<file path="config.mk">
export PLATFORM = sky130hd
export DESIGN_NAME = whack_frame_sequencer
export DESIGN_NICKNAME = d
export VERILOG_FILES = /design/src/rtl/whack_frame_sequencer.sv
export SDC_FILE = /design/constraint.sdc
export NUM_CORES = 1
export LEC_CHECK = 0
export CAP_MARGIN = 25
export CORE_ASPECT_RATIO = 1.5
export CORE_MARGIN = 3
export CORE_UTILIZATION = 55
export DETAILED_ROUTE_END_ITERATION = 10
export DONT_BUFFER_PORTS = 1
export GPL_TIMING_DRIVEN = 0
export PLACE_DENSITY_LB_ADDON = 0.2
export SLEW_MARGIN = 5
export SYNTH_ARGS = -nofsm -noshare
export SYNTH_HDL_FRONTEND = slang
export SYNTH_SLANG_ARGS = --single-unit
</file>
<file path="constraint.sdc">
create_clock -name iClock -period 4.1 [get_ports iClock]
set_input_delay 0.41 -clock iClock [delete_from_list [all_inputs] [get_ports iClock]]
set_output_delay 0.41 -clock iClock [all_outputs]
set_load 0.005 [all_outputs]
</file>
<file path="src/rtl/whack_frame_sequencer.sv">
// whack_frame_sequencer: per frame, clears the screen and then draws each of
// the 3x3 holes through the GraphicsControl load-x / load-y / plot-box
// handshake. A watchdog aborts the frame if the controller stops answering.
module whack_frame_sequencer #(
  parameter int unsigned X0          = 16,
  parameter int unsigned Y0          = 12,
  parameter int unsigned XSTEP       = 24,
  parameter int unsigned YSTEP       = 18,
  parameter logic [2:0]  MOLE_COLOUR = 3'b100,
  parameter logic [2:0]  HIT_COLOUR  = 3'b010,
  parameter logic [2:0]  HOLE_COLOUR = 3'b001,
  parameter bit          DRAW_EMPTY  = 1'b1,
  parameter int unsigned TIMEOUT     = 20000
) (
  input  logic       iClock,
  input  logic       iResetn,
  input  logic       iStart,
  input  logic [8:0] iMoleMask,
  input  logic [8:0] iHitMask,
  input  logic       iDone,
  output logic       oLoadX,
  output logic       oPlotBox,
  output logic       oBlack,
  output logic [6:0] oXY_Coord,
  output logic [2:0] oColour,
  output logic       oBusy,
  output logic       oFrameDone,
  output logic       oError
);

  localparam int unsigned NHOLES = 9;
  localparam int unsigned HW     = 4;
  localparam int unsigned WDW    = 15;
  localparam int unsigned CW     = 7;
  localparam int unsigned COLW   = 3;

  localparam logic [HW-1:0]  LAST_HOLE = HW'(NHOLES - 1);
  localparam logic [WDW-1:0] WD_LIMIT  = WDW'(TIMEOUT - 1);

  typedef enum logic [3:0] {
    S_IDLE,
    S_CLR,
    S_CWAIT,
    S_SEL,
    S_ARM,
    S_GAP,
    S_XLD,
    S_XHOLD,
    S_YSET,
    S_DRAW,
    S_DWAIT,
    S_FIN
  } state_t;

  state_t          state_q, state_d;
  logic [HW-1:0]   hole_q, hole_d;
  logic [8:0]      mole_q, hit_q;
  logic [WDW-1:0]  wd_q;
  logic            seen_low_q;

  logic            accept_c;
  logic            timeout_c;
  logic            done_edge_c;
  logic            wd_hit_c;
  logic            skip_c;
  logic [COLW-1:0] hole_colour_c;
  logic [CW-1:0]   hole_x_c;
  logic [CW-1:0]   hole_y_c;

  logic            load_x_d, plot_box_d, black_d, busy_d, frame_done_d, error_d;
  logic [CW-1:0]   xy_d;
  logic [COLW-1:0] colour_d;

  // Box origin x for a hole index (column = index mod 3).
  function automatic logic [CW-1:0] hole_x(input logic [HW-1:0] h);
    int unsigned col;
    col = 32'(h) % 32'd3;
    return CW'(X0 + col * XSTEP);
  endfunction

  // Box origin y for a hole index (row = index div 3).
  function automatic logic [CW-1:0] hole_y(input logic [HW-1:0] h);
    int unsigned row;
    row = 32'(h) / 32'd3;
    return CW'(Y0 + row * YSTEP);
  endfunction

  // Per-hole decode: geometry, colour priority and the empty-hole skip.
  always_comb begin
    hole_x_c      = hole_x(hole_q);
    hole_y_c      = hole_y(hole_q);
    hole_colour_c = HOLE_COLOUR;
    if (hit_q[hole_q]) begin
      hole_colour_c = HIT_COLOUR;
    end else if (mole_q[hole_q]) begin
      hole_colour_c = MOLE_COLOUR;
    end
    skip_c      = !DRAW_EMPTY && !mole_q[hole_q] && !hit_q[hole_q];
    done_edge_c = seen_low_q && iDone;
    wd_hit_c    = (wd_q == WD_LIMIT);
  end

  // State register.
  always_ff @(posedge iClock or negedge iResetn) begin
    if (!iResetn) begin
      state_q <= S_IDLE;
    end else begin
      state_q <= state_d;
    end
  end

  // Next-state logic; only a real 0->1 done edge or the watchdog leaves a wait.
  always_comb begin
    state_d   = state_q;
    hole_d    = hole_q;
    accept_c  = 1'b0;
    timeout_c = 1'b0;
    case (state_q)
      S_IDLE: begin
        if (iStart) begin
          accept_c = 1'b1;
          hole_d   = '0;
          state_d  = S_CLR;
        end
      end
      S_CLR:   state_d = S_CWAIT;
      S_CWAIT: begin
        if (done_edge_c) begin
          hole_d  = '0;
          state_d = S_SEL;
        end else if (wd_hit_c) begin
          timeout_c = 1'b1;
          state_d   = S_IDLE;
        end
      end
      S_SEL: begin
        if (skip_c) begin
          if (hole_q == LAST_HOLE) begin
            state_d = S_FIN;
          end else begin
            hole_d = hole_q + HW'(1);
          end
        end else begin
          state_d = S_ARM;
        end
      end
      S_ARM:   state_d = S_GAP;
      S_GAP:   state_d = S_XLD;
      S_XLD:   state_d = S_XHOLD;
      S_XHOLD: state_d = S_YSET;
      S_YSET:  state_d = S_DRAW;
      S_DRAW:  state_d = S_DWAIT;
      S_DWAIT: begin
        if (done_edge_c) begin
          if (hole_q == LAST_HOLE) begin
            state_d = S_FIN;
          end else begin
            hole_d  = hole_q + HW'(1);
            state_d = S_SEL;
          end
        end else if (wd_hit_c) begin
          timeout_c = 1'b1;
          state_d   = S_IDLE;
        end
      end
      S_FIN:   state_d = S_IDLE;
      default: state_d = S_IDLE;
    endcase
  end

  // Output decode of the state being entered, so every output is registered.
  always_comb begin
    load_x_d     = 1'b0;
    plot_box_d   = 1'b0;
    black_d      = 1'b0;
    frame_done_d = 1'b0;
    xy_d         = '0;
    colour_d     = '0;
    busy_d       = (state_d != S_IDLE) && (state_d != S_FIN);
    error_d      = oError;
    if (accept_c) begin
      error_d = 1'b0;
    end
    if (timeout_c) begin
      error_d = 1'b1;
    end
    case (state_d)
      S_CLR:   black_d = 1'b1;
      S_ARM:   load_x_d = 1'b1;
      S_XLD: begin
        load_x_d = 1'b1;
        xy_d     = hole_x_c;
      end
      S_XHOLD: xy_d = hole_x_c;
      S_YSET, S_DWAIT: begin
        xy_d     = hole_y_c;
        colour_d = hole_colour_c;
      end
      S_DRAW: begin
        plot_box_d = 1'b1;
        xy_d       = hole_y_c;
        colour_d   = hole_colour_c;
      end
      S_FIN:   frame_done_d = 1'b1;
      default: ;
    endcase
  end

  // Hole index and masks latched at an accepted start.
  always_ff @(posedge iClock or negedge iResetn) begin
    if (!iResetn) begin
      hole_q <= '0;
      mole_q <= '0;
      hit_q  <= '0;
    end else begin
      hole_q <= hole_d;
      if (accept_c) begin
        mole_q <= iMoleMask;
        hit_q  <= iHitMask;
      end
    end
  end

  // Watchdog and seen-low tracking; both restart whenever a wait is entered.
  always_ff @(posedge iClock or negedge iResetn) begin
    if (!iResetn) begin
      wd_q       <= '0;
      seen_low_q <= 1'b0;
    end else if (state_q != S_CWAIT && state_q != S_DWAIT) begin
      wd_q       <= '0;
      seen_low_q <= 1'b0;
    end else begin
      wd_q <= wd_q + WDW'(1);
      if (!iDone) begin
        seen_low_q <= 1'b1;
      end
    end
  end

  // Output registers.
  always_ff @(posedge iClock or negedge iResetn) begin
    if (!iResetn) begin
      oLoadX     <= 1'b0;
      oPlotBox   <= 1'b0;
      oBlack     <= 1'b0;
      oXY_Coord  <= '0;
      oColour    <= '0;
      oBusy      <= 1'b0;
      oFrameDone <= 1'b0;
      oError     <= 1'b0;
    end else begin
      oLoadX     <= load_x_d;
      oPlotBox   <= plot_box_d;
      oBlack     <= black_d;
      oXY_Coord  <= xy_d;
      oColour    <= colour_d;
      oBusy      <= busy_d;
      oFrameDone <= frame_done_d;
      oError     <= error_d;
    end
  end

endmodule

</file>
After elaboration in Yosys (flattened, before gate mapping)
Index checks and enable logic that the tools add are counted.
Cells by class
  multiplexer cells: 33
  order comparisons: 1
  reduce and logical (&&, ||, !) cells: 12
  equality and inequality tests: 28
  add/subtract/negate cells: 4
  divide/modulo/power cells: 2
  multiply operators: 2
Operator list (number)
  $pmux 4 s11: 1
  $mux 4: 9
  $div 4x2->32 const B: 1
  $eq 4x4->1 const B: 8
  $mod 4x2->32 const B: 1
  $mul 32x2->4 const B: 1
  $mul 32x4->6 const B: 1
  $eq 4x3->1 const B: 7
  $add 15x1->15 const B: 1
  $eq 15x15->1 const B: 1
  $mux 1: 15
  $mux 15: 1
  $pmux 7 s2: 1
  $pmux 4 s3: 1
  $mux 3: 3
  $bmux 1 s4: 2
  $eq 4x1->1 const B: 2
  $eq 4x2->1 const B: 2
  $ne 2x2->1 const B: 4
  $ne 4x4->1 const B: 2
  $add 4x7->7 const A: 1
  $add 5x7->7 const A: 1
  $reduce_or 2->1: 3
  $lt 4x5->1 const B: 1
  10 further kinds: 12
Word-level totals
  register bits: 58
  word-level logic and storage cells: 96
  bits of input ports: 22

Longest topological paths before layout
  depth after elaboration: 7
  mapped depth: 20
  mapped depth without buffers: 18

Worst setup path after synthesis
No wires, ideal clock.
  path type: register to register
  start point: reg hole_q[0]
  end point: reg oXY_Coord[6]
  clock period less this slack: 4006 ps
  setup time: 130 ps
  required time: 3970 ps
  arrival: 3876 ps
  stages on the path, launching flop included: 20
  path buffers: 2
  path slack: 94 ps
  path through: dfrtp_1 -> clkbuf_1 -> inv_1 -> ha_1 -> a211o_4 -> o211ai_1 -> nand2_1 -> ha_1 -> clkbuf_1 -> a2111oi_4 -> xnor2_1 -> inv_1 -> ha_1 -> inv_1 -> fa_1 -> inv_1 -> ha_1 -> xor2_1 -> xnor2_1 -> o22ai_1
Between the ends
  longest elaborated chain between the ends: 7
  elaborated cells between the ends (all ways): 18
  classes of those cells: 2 x add/sub; 2 x mul; 2 x div; 6 x eq/ne; 4 x mux; 2 x reduce/logical
Ends and longest elaborated chain
  start: declaration: line 56  | logic [HW-1:0] hole_q, hole_d;
  start signal: assignment: line 216  | hole_q <= hole_d;
  branches (longest 6 deep; another with $div 4x2->32)
  $pmux 7 s2 *: line 187  | case (state_d)
  via xy_d[6]: line 71  | logic [CW-1:0] xy_d;
  end signal: assignment: line 255  | oXY_Coord <= xy_d;
  end: declaration: line 24  | output logic [6:0] oXY_Coord,
Mark *: on every way through the listed nets, which the timed path passes.
A chain may end at the register's enable or synchronous reset.

Final worst setup path
  start point: reg hole_q[2]
  end point: reg oXY_Coord[6]
The elaborated chain is that of the path after synthesis.

==> reports/metrics.cfg <==
[placement]
place_inst=389
place_congestion=0.798
dp_hpwl_um=4440
portBuffers=0
place_area_um2=3120

[worst_setup_path]
cpMostUsedCell=inv_1
worst_path_largest_cell_delay_ns=0.41
cp-end-kind=flip-flop
crit_required_ns=4.32
cp_data_arrival_time_ns=4.13
critPathLaunchType=flip-flop
critPathLaunch=hole_q[2]
crit_chain=buf_6 -> clkinvlp_4 -> nor2_4 -> ha_4 -> nor2b_4 -> o32a_1 -> nand2_1 -> ha_4 -> a2111oi_4 -> buf_4 -> xnor2_1 -> inv_1 -> ha_1 -> inv_1 -> fa_1 -> inv_1 -> ha_1 -> xor2_1 -> xnor2_1 -> o22ai_1
worst_path_max_delay_cell=fa_1
rr_startpoint=hole_q[2]
critPathKind=reg -> reg
critPathMaxFanout=10

[routing]
finalWirelength_um=6390
via_per_inst=5.54
wl_per_cell_um=15.3
firstDrtPassIters=4
drc=0
ant_nets=0
drt_iter0_drc=88
vias=2314

[clocking]
numCtsBuffers=9
clock_latency_ns=0.34
cts.sink_count=57
ctsHtreeMaxLevel=3
path_clk_slew_ns=0.07
cts_tree=built
cts_max_path_buffers=2
clockRootBuffer=clkbuf_8

[run_status]
status=completed

[sta]
whs_ns=0.161
fin_crit_sh_pct=95.3
fin_crit_ns=3.91
finalSetupViolCount=0
max_freq_mhz=256
finalHoldViolations=0
slew_violations=0
worst_pin_slew_ns=0.881
finClkSkew_ns=0.0121
slew-limit-headroom_pct=39.8

[synthesis]
synthDistinctLibCells=54
avgSynthCellArea_um2=9.46
syn_nets=355
yosys-top-cells-area=dfrtp_1, nand2_1, ha_1
yosysTopAreaCell=dfrtp_1
ys_warn_count=0
ys_seq_area_share_pct=47.0
synth_edf_count=0
synth_area_um2=3040
ys.flop_type=dfrtp_1
yosys_register_bits=57
async_reset_ff_share_pct=100
yosysTopAreaCellShare_pct=47.0
syn_inst=321

[power_and_ir_drop]
p_seq_share_pct=32.9
p_int_mw=1.48
p_leak_nw=1.61
finalPower_mw=2.48
p_clk_share_pct=18.3
power.share.switching_pct=40.1
max-vdd-ir-drop_v=0.000430
p_per_area_nw_per_um2=711
comb_power_share_pct=48.9
switchingPower_mw=0.993

[layout]
fin_cells=418
diodes=0
final_cell_mix=nand2_1, dfrtp_1, nor2_1
layout_commonest_cell=nand2_1
n_fill_cell=423
final_nets=379
fin_util_pct=66.4
multi_input_area_um2=1530
syn_to_final_growth_pct=14.7
final_area_um2=3480
drive_above_1_share_pct=16.3
regArea_um2=1430

[grt]
grt_max_degree=58
grt_use_met1_pct=25.3
gr-max-usage-layer=met2
grt_pass1_vias=2338
grt_util_met2_pct=36.0
grt_first_pass_wirelength_um=10600
grtUsageTotal_pct=21.3
met3_usage_pct=5.69
antenna_found_initial=0
grt-ovfl-total=0

[job]
cap_violations=0

[die]
fp-row-count=32
io_pins=38
fp.dieH_um=97.0
start_util_pct=57.9
fp.dieW_um=66.7
core_um2=5250
die_area_um2=6470

[hold_path]
hold_path_class=in -> reg
min-delay-start=iDone

[per-layer routing]
| layer | wire length (um) | vias up |
|---|---|---|
| li1 | - | 1136 |
| met1 | 2600 | 1117 |
| met2 | 3360 | 47 |
| met3 | 273 | 14 |
| met4 | 163 | 0 |
| met5 | 0 | - |
[flip-flops by register name, indices dropped and copies added, names as in the netlist]
name,cells
oBlack,1
oBusy,1
mole_q,9
oLoadX,1
oPlotBox,1
hole_q,4
wd_q,15
seen_low_q,1
oError,1
oXY_Coord,6
oColour,3
oFrameDone,1
state_q,4
hit_q,9
[path summary, 6_finish.rpt]
path	to	slack (ns)	depth (start not counted)
min in group asynchronous	hit_q[6]	0.60	2
worst min-delay path	seen_low_q	0.16	1
worst max register to register	oXY_Coord[6]	0.19	20
worst max-delay path	oXY_Coord[6]	0.19	20
worst min register to register	mole_q[5]	0.48	2
max in group asynchronous	hole_q[3]	3.26	2
[stage by stage]
stage / setup WS [ns] / TNS, ns
6_report: 0.193 / 0
5_1_grt: -0.0724 / -0.0724
4_1_cts: 0.000532 / 0
3_5_place_dp: -0.562 / -0.936
3_3_place_gp: -0.420 / -0.692
2_1_floorplan: 0.0938 / 0
[power by group through the flow]
| stage | Sequential, mW | Clock, mW | Combinational [mW] |
|---|---|---|---|
| finish | 0.814 | 0.453 | 1.21 |
| global route | 0.833 | 0.492 | 1.37 |
| CTS | 0.812 | 0.465 | 1.10 |
| detailed placement | 0.822 | 0 | 1.04 |
| global placement | 0.817 | 0 | 1.01 |
| floorplan | 0.796 | 0 | 0.839 |
[cells by family (layout without fill, tap and decap cells)]
family	Yosys count	in the layout	share of synthesized area, %
DFF	57	57	47.0
AOI/OAI and AO/OA	36	36	9.84
and+or+nand+nor	154	154	23.1
adders and majority gates	12	12	5.19
other	1	1	0.123
buffers and inverters	32	61	4.41
muxes	8	8	4.28
xor gates and xnor gates	21	21	6.05
[worst max-delay path, delay by kind of cell, from the launching register on]
family	cells	cell delay, ns
fa+ha+maj	5	1.16
buf+inv	6	0.69
compound gates	3	0.62
xor+xnor	3	0.50
simple gates	3	0.47
flops	1	0.34
[cell type report]
cell class	instances	area share, %
Buffer	15	2.30
Clock buffer	9	3.55
Clock inverter	7	1.33
Inverter	16	1.94
Multi-Input combinational cell	232	43.8
Sequential cell	57	41.0
Tap cell	68	2.44
Timing Repair Buffer	14	3.66
[timing repair]
item / 4_1_cts / 5_1_grt
buffers inserted: 2 / 10
endpoints found under the hold margin: 57 / 0
resized for setup: 6 / 13
gates cloned: 0 / 0
setup endpoints to repair: 2 / 2
hold buffers: 2 / 0
pin swaps: 1 / 1
[cells in the mapped netlist (4+ instances only)]
library cell  instances
nand2b_1              4
nand4_1               5
ha_1                 11
o21ai_0               5
mux2i_1               4
mux4_2                4
inv_1                14
a21oi_1               6
xor2_1               14
nor2_1               24
xnor2_1               7
nand2_1              77
dfrtp_1              57
and3_1                6
nand3_1              13
nor3_1                9
clkbuf_1             11
Note: power is estimated with default switching activity, not from simulation.
